File: config.mk
export PLATFORM = sky130hd
export DESIGN_NAME = clk_div_bank_flat
export DESIGN_NICKNAME = d
export VERILOG_FILES = /design/src/rtl/clk_div_bank_if.sv /design/src/rtl/clk_div_bank.sv /design/src/flat_wrapper.sv
export SDC_FILE = /design/constraint.sdc
export NUM_CORES = 1
export LEC_CHECK = 0
export ABC_AREA = 0
export BUFFER_PORTS_ARGS = -buffer_cell sky130_fd_sc_hd__clkbuf_2
export CAP_MARGIN = 10
export CORE_MARGIN = 2
export CORE_UTILIZATION = 69
export CTS_BUF_LIST = sky130_fd_sc_hd__clkbuf_8 sky130_fd_sc_hd__clkbuf_16
export CTS_CLUSTER_DIAMETER = 30
export DETAILED_ROUTE_END_ITERATION = 10
export PLACE_DENSITY = 0.87
export SYNTH_ARGS = -nofsm -noshare
export SYNTH_HDL_FRONTEND = slang
export SYNTH_SLANG_ARGS = --single-unit
File: constraint.sdc
create_clock -name clk -period 7 [get_ports clk]
set_input_delay 1.75 -clock clk [delete_from_list [all_inputs] [get_ports clk]]
set_output_delay 1.75 -clock clk [all_outputs]
set_load 0.01 [all_outputs]
File: src/rtl/clk_div_bank_if.sv
// Configuration bus for clk_div_bank.
// The master drives one write per cycle with a single-cycle cfg_we strobe;
// there is no ready signal because every cycle can accept a write.
// The slave returns cfg_err, a registered one-cycle pulse that follows a
// rejected write.
interface clk_div_bank_if #(
  parameter int CHANNELS = 4,
  parameter int WIDTH    = 32
);
  localparam int CW = (CHANNELS > 1) ? $clog2(CHANNELS) : 1;

  logic             cfg_we;
  logic [CW-1:0]    cfg_ch;
  logic [WIDTH-1:0] cfg_div;
  logic             cfg_mode;
  logic             cfg_sync;
  logic             cfg_err;

  modport master (
    output cfg_we, cfg_ch, cfg_div, cfg_mode, cfg_sync,
    input  cfg_err
  );

  modport slave (
    input  cfg_we, cfg_ch, cfg_div, cfg_mode, cfg_sync,
    output cfg_err
  );
endinterface

File: src/rtl/clk_div_bank.sv
// Multi-channel programmable clock divider and tick generator.
// Each channel counts enabled cycles up to its divisor and then emits a
// one-cycle tick. div_out is either a 50% square wave (toggle mode) or a
// copy of the tick (pulse mode). Divisor writes either take effect at once
// (sync) or wait in a shadow register until the channel's next terminal
// count, so a running output never sees a truncated period.
module clk_div_bank #(
  parameter int               CHANNELS    = 4,
  parameter int               WIDTH       = 32,
  parameter logic [WIDTH-1:0] DEFAULT_DIV = WIDTH'(10000000)
) (
  input  logic                clk,
  input  logic                rst,
  input  logic                en,
  clk_div_bank_if.slave       cfg,
  output logic [CHANNELS-1:0] div_out,
  output logic [CHANNELS-1:0] tick,
  output logic [CHANNELS-1:0] cfg_pending
);
  localparam int CW = (CHANNELS > 1) ? $clog2(CHANNELS) : 1;

  logic [WIDTH-1:0]    cnt        [CHANNELS];
  logic [WIDTH-1:0]    active_div [CHANNELS];
  logic [WIDTH-1:0]    shadow_div [CHANNELS];
  logic [CHANNELS-1:0] active_mode;
  logic [CHANNELS-1:0] shadow_mode;

  logic                wr_ok;
  logic [CHANNELS-1:0] hit;
  logic [CHANNELS-1:0] tc;

  // Decode the write and find which channels reach terminal count this cycle.
  always_comb begin
    wr_ok = 1'b0;
    hit   = '0;
    tc    = '0;
    wr_ok = cfg.cfg_we && (cfg.cfg_div != '0) && (32'(cfg.cfg_ch) < CHANNELS);
    for (int c = 0; c < CHANNELS; c++) begin
      hit[c] = wr_ok && (cfg.cfg_ch == CW'(c));
      tc[c]  = en && (cnt[c] == active_div[c] - WIDTH'(1));
    end
  end

  // Per-channel counters, outputs and the shadowed configuration.
  always_ff @(posedge clk or negedge rst) begin
    if (!rst) begin
      cfg.cfg_err <= 1'b0;
      div_out     <= '0;
      tick        <= '0;
      cfg_pending <= '0;
      active_mode <= '0;
      shadow_mode <= '0;
      for (int c = 0; c < CHANNELS; c++) begin
        cnt[c]        <= '0;
        active_div[c] <= DEFAULT_DIV;
        shadow_div[c] <= DEFAULT_DIV;
      end
    end else begin
      cfg.cfg_err <= cfg.cfg_we && !wr_ok;
      for (int c = 0; c < CHANNELS; c++) begin
        if (hit[c] && cfg.cfg_sync) begin
          // Immediate write wins over anything else happening on this edge.
          active_div[c]  <= cfg.cfg_div;
          shadow_div[c]  <= cfg.cfg_div;
          active_mode[c] <= cfg.cfg_mode;
          shadow_mode[c] <= cfg.cfg_mode;
          cnt[c]         <= '0;
          div_out[c]     <= 1'b0;
          tick[c]        <= 1'b0;
          cfg_pending[c] <= 1'b0;
        end else begin
          if (tc[c]) begin
            cnt[c]  <= '0;
            tick[c] <= 1'b1;
            if (cfg_pending[c]) begin
              // Shadow is applied using its value before this edge's write.
              active_div[c]  <= shadow_div[c];
              active_mode[c] <= shadow_mode[c];
              cfg_pending[c] <= 1'b0;
              div_out[c]     <= shadow_mode[c] ? 1'b1 : ~div_out[c];
            end else begin
              div_out[c]     <= active_mode[c] ? 1'b1 : ~div_out[c];
            end
          end else begin
            if (en) begin
              cnt[c] <= cnt[c] + WIDTH'(1);
            end
            tick[c] <= 1'b0;
            if (active_mode[c]) begin
              div_out[c] <= 1'b0;
            end
          end
          // A deferred write lands after any application on this edge,
          // so it stays pending until the following terminal count.
          if (hit[c]) begin
            shadow_div[c]  <= cfg.cfg_div;
            shadow_mode[c] <= cfg.cfg_mode;
            cfg_pending[c] <= 1'b1;
          end
        end
      end
    end
  end
endmodule

File: src/flat_wrapper.sv
// flat-port wrapper written by rule: the top's interface ports become plain ports
module clk_div_bank_flat 
#(
  parameter int               CHANNELS    = 4,
  parameter int               WIDTH       = 32,
  parameter logic [WIDTH-1:0] DEFAULT_DIV = WIDTH'(10000000)
)
  (clk, rst, en, div_out, tick, cfg_pending, cfg_cfg_we, cfg_cfg_ch, cfg_cfg_div, cfg_cfg_mode, cfg_cfg_sync, cfg_cfg_err);
  clk_div_bank_if #(.CHANNELS(CHANNELS), .WIDTH(WIDTH)) cfg_i ();
  input  logic clk;
  input  logic rst;
  input  logic en;
  output logic [CHANNELS-1:0] div_out;
  output logic [CHANNELS-1:0] tick;
  output logic [CHANNELS-1:0] cfg_pending;
  input wire logic [$bits(cfg_i.cfg_we)-1:0] cfg_cfg_we;
  input wire logic [$bits(cfg_i.cfg_ch)-1:0] cfg_cfg_ch;
  input wire logic [$bits(cfg_i.cfg_div)-1:0] cfg_cfg_div;
  input wire logic [$bits(cfg_i.cfg_mode)-1:0] cfg_cfg_mode;
  input wire logic [$bits(cfg_i.cfg_sync)-1:0] cfg_cfg_sync;
  output wire logic [$bits(cfg_i.cfg_err)-1:0] cfg_cfg_err;
  assign cfg_i.cfg_we = cfg_cfg_we;
  assign cfg_i.cfg_ch = cfg_cfg_ch;
  assign cfg_i.cfg_div = cfg_cfg_div;
  assign cfg_i.cfg_mode = cfg_cfg_mode;
  assign cfg_i.cfg_sync = cfg_cfg_sync;
  assign cfg_cfg_err = cfg_i.cfg_err;
  clk_div_bank #(.CHANNELS(CHANNELS), .WIDTH(WIDTH), .DEFAULT_DIV(DEFAULT_DIV)) u_core (.clk(clk), .rst(rst), .en(en), .cfg(cfg_i), .div_out(div_out), .tick(tick), .cfg_pending(cfg_pending));
endmodule
==> impl_metrics.py <==
metrics = {
    "status": {
        "status": "complete, no violations",
    },
    "floorplan": {
        "dieArea_um2": 36900,
        "dieHeight_um": 192,
        "fp.dieW_um": 192,
        "initial_core_util_pct": 70.3,
        "rows": 68,
        "ios": 53,
        "coreArea_um2": 34700,
    },
    "placed_design": {
        "place_area_um2": 24700,
        "place_ws_ns": 1.77,
        "place_congestion": 0.986,
        "place_hpwl_mm": 46.2,
        "place_inst": 2972,
        "portBuffers": 52,
    },
    "cts": {
        "clock-sinks": 405,
        "cts_root_buf": "clkbuf_16",
        "cts_resized": 0,
        "cts_buffers": 84,
        "tritoncts": "done",
        "post_cts_buffers": 0,
        "cts-htree-levels": 3,
        "clkLatencyLatePin_ns": 0.64,
        "cts_max_path_buffers": 3,
        "cts_hold_buf": 0,
        "path_clk_slew_ns": 0.06,
    },
    "power_and_ir_drop": {
        "p_per_area_nw_per_um2": 315,
        "irDropWorstVdd_uv": 305,
        "leakage_uw": 0.0105,
    },
    "worst_setup_path": {
        "cpLargestDelayFamily": "simple AND/OR/NAND/NOR gates",
        "end_kind": "flop",
        "reg2regPathDepth": 9,
        "slowest_stage": "nor4bb_1",
        "critPathLaunch": "u_core.active_div[100]",
        "critPathMaxFanout": 33,
        "timing_worst_setup_path_type": "flop to flop",
        "cp.arrival_ns": 5.60,
        "slowest_delay_ns": 0.83,
        "regToRegSetupSlack_ns": 1.87,
        "path_cells": "or4_4 > nor3_1 > nand3_1 > nor4bb_1 > nor2_1 > buf_4 > or3_1 > o21ai_0 > a31oi_1",
        "reg2reg_to": "u_core.active_div[100]",
        "cp-start-kind": "flop",
        "rr_startpoint": "u_core.active_div[100]",
        "crit_end": "u_core.active_div[100]",
        "worst_ep_required_time_ns": 7.47,
        "cp_num_buf_inv": 1,
        "cp.depth": 9,
    },
    "detailed_routing": {
        "ant_nets": 0,
        "viasPerCell": 7.07,
        "wl_per_cell_um": 23.3,
        "first_pass_iters": 8,
        "drt_wl_total_mm": 73.0,
        "dr.first_iter.drc_count": 2399,
        "drc": 0,
        "routed-via-count": 22100,
    },
    "global_routing": {
        "grt_pass1_wl_mm": 117,
        "grt_pass1_vias": 21500,
        "antenna_found_initial": 5,
        "grt_overflow": 0,
        "grt_max_degree": 139,
        "gr-usage-all-layers_pct": 40.1,
    },
    "synthesis": {
        "synth_seq_cells": 405,
        "synth_area_um2": 24400,
        "synth_cells": 2671,
        "syn_nets": 2719,
        "synth_edf_count": 0,
        "seq_area_frac_synth_pct": 41.9,
        "yosysWarningCount": 0,
        "synthArstFlopShare_pct": 100,
        "ys_types": 85,
        "syn_avg_cell_area_um2": 9.13,
        "ys.flop_type": "dfrtp_1",
    },
    "cells_and_area": {
        "final-seq-area_um2": 10200,
        "fin_cells": 3132,
        "drive_above_1_share_pct": 17.6,
        "layout.nets": 2652,
        "postLayoutCellArea_um2": 27700,
        "synthToLayoutAreaGrowth_pct": 13.3,
        "fillers": 2185,
        "multi_input_area_um2": 13200,
    },
    "sta": {
        "finalCritPeriodShare_pct": 73.3,
        "fmax_mhz": 195,
        "setup_viol_count_final": 0,
        "final.setup.tns_ns": 0,
        "tightest_slew_ns": 1.34,
        "maxSlewViolCount": 0,
        "min_period_ns": 5.13,
        "clock_skew_ns": 0.0376,
        "whs_ns": 0.469,
        "fin_ws_ns": 1.87,
        "slew_headroom_pct": 11.0,
        "finalHoldViolCount": 0,
        "rsz0062_at_grt": "no",
    },
    "job": {
        "maxCapViolCount": 0,
    },
    "hold_path": {
        "hold_path_class": "flop to flop",
    },
}
[layout make-up]
type                            instances  share of cell area, %
Multi-Input combinational cell       1989                   47.7
Clock inverter                         65                   2.76
Clock buffer                           90                   7.90
Tap cell                              455                   2.06
Inverter                               38                  0.516
Antenna cell                            4                 0.0362
Sequential cell                       405                   36.9
Timing Repair Buffer                   86                   2.06
[state kept, by name, summed over array words and instances, names as in the netlist]
name	flops
u_core.active_div	128
u_core.active_mode	4
u_core.cfg.cfg_err	1
u_core.cfg_pending	4
u_core.cnt	128
u_core.div_out	4
u_core.shadow_div	128
u_core.shadow_mode	4
u_core.tick	4
[synthesized netlist by cell type (all sizes together) (7+ instances only)]
cell,instances,area (um2)
inv,37,139
nor3,77,390
or2,15,93.8
nand2b,20,125
or4,58,443
buf,42,223
a31oi,125,782
mux2i,7,70.1
nand2,132,495
nor2,323,1210
nand4,107,684
o31ai,105,788
dfstp,64,1680
clkbuf,197,742
a41oi,8,70.1
a211oi,9,67.6
xor2,130,1140
nor4,69,438
dfrtp,341,8530
o2111ai,13,114
nor4b,14,144
ha,8,100
nand3b,11,82.6
a21oi,48,240
nand3,110,551
and3,16,100
or3,46,288
and4,15,131
o31a,22,193
xnor2,128,1120
o21a,8,60.1
o211ai,16,120
nor3b,9,67.6
mux2,137,1540
o21ai,80,404
o22ai,8,50.1
nor2b,25,156
and2,11,68.8
[metrics by stage]
stage	total power [uW]	utilization, %
finish	8700	79.7
global route	8990	79.6
CTS	8660	79.5
detailed placement	4510	71.1
global placement	4420	71.1
floorplan	4050	-
[cell usage in the layout, fill, tap and decap left out, drive strengths merged, types with 64 or more instances in the layout]
master and n:
xor2 130, nand3 110, mux2 137, o31ai 105
nor2 323, xnor2 128, o21ai 80, a31oi 125
nand2 132, nor3 77, clkbuf 141, nor4 69
nand4 107, dfstp 64, dfrtp 341
[layer usage]
metal	track usage [%]	routed length, um	vias to the layer above
li1	-	-	9714
met1	51.4	27800	10800
met2	63.3	34200	1300
met3	9.48	7150	288
met4	21.6	3800	2
met5	0	13	-
[tightest hold or removal path, stage by stage (launching register included)]
cell,delay [ns]
dfstp_2,0.36
nand4_1,0.06
a31oi_1,0.08
[how the worst min path moves through the flow]
stage | startpoint | endpoint | slack (ns) | cells past startpoint
3_3_place_gp | u_core.shadow_div[12] | u_core.active_div[12] | 0.48 | 2
5_1_grt | u_core.shadow_div[19] | u_core.active_div[19] | 0.48 | 2
3_5_place_dp | u_core.shadow_div[52] | u_core.active_div[52] | 0.49 | 2
4_1_cts | u_core.shadow_div[19] | u_core.active_div[19] | 0.47 | 2
6_report | u_core.shadow_div[19] | u_core.active_div[19] | 0.47 | 2
2_1_floorplan | u_core.active_div[73] | u_core.active_div[73] | 0.48 | 2
[where the power goes]
part           switching, uW  leakage, uW  internal, uW  total [uW]
Sequential               501      0.00489          2750        3260
Clock                   1430      0.00145          2700        4130
Combinational            742      0.00420           570        1310
[cell families after synthesis]
family	Yosys count	synth area share, %
flip-flops	405	41.9
AND/OR/NAND/NOR	1074	23.1
adder cells (fa/ha/maj)	8	0.410
XOR/XNOR	258	9.26
multiplexers	144	6.61
AO/OA/AOI/OAI	505	14.3
buffers and inverters	277	4.54
(Power assumes the default switching activity.)
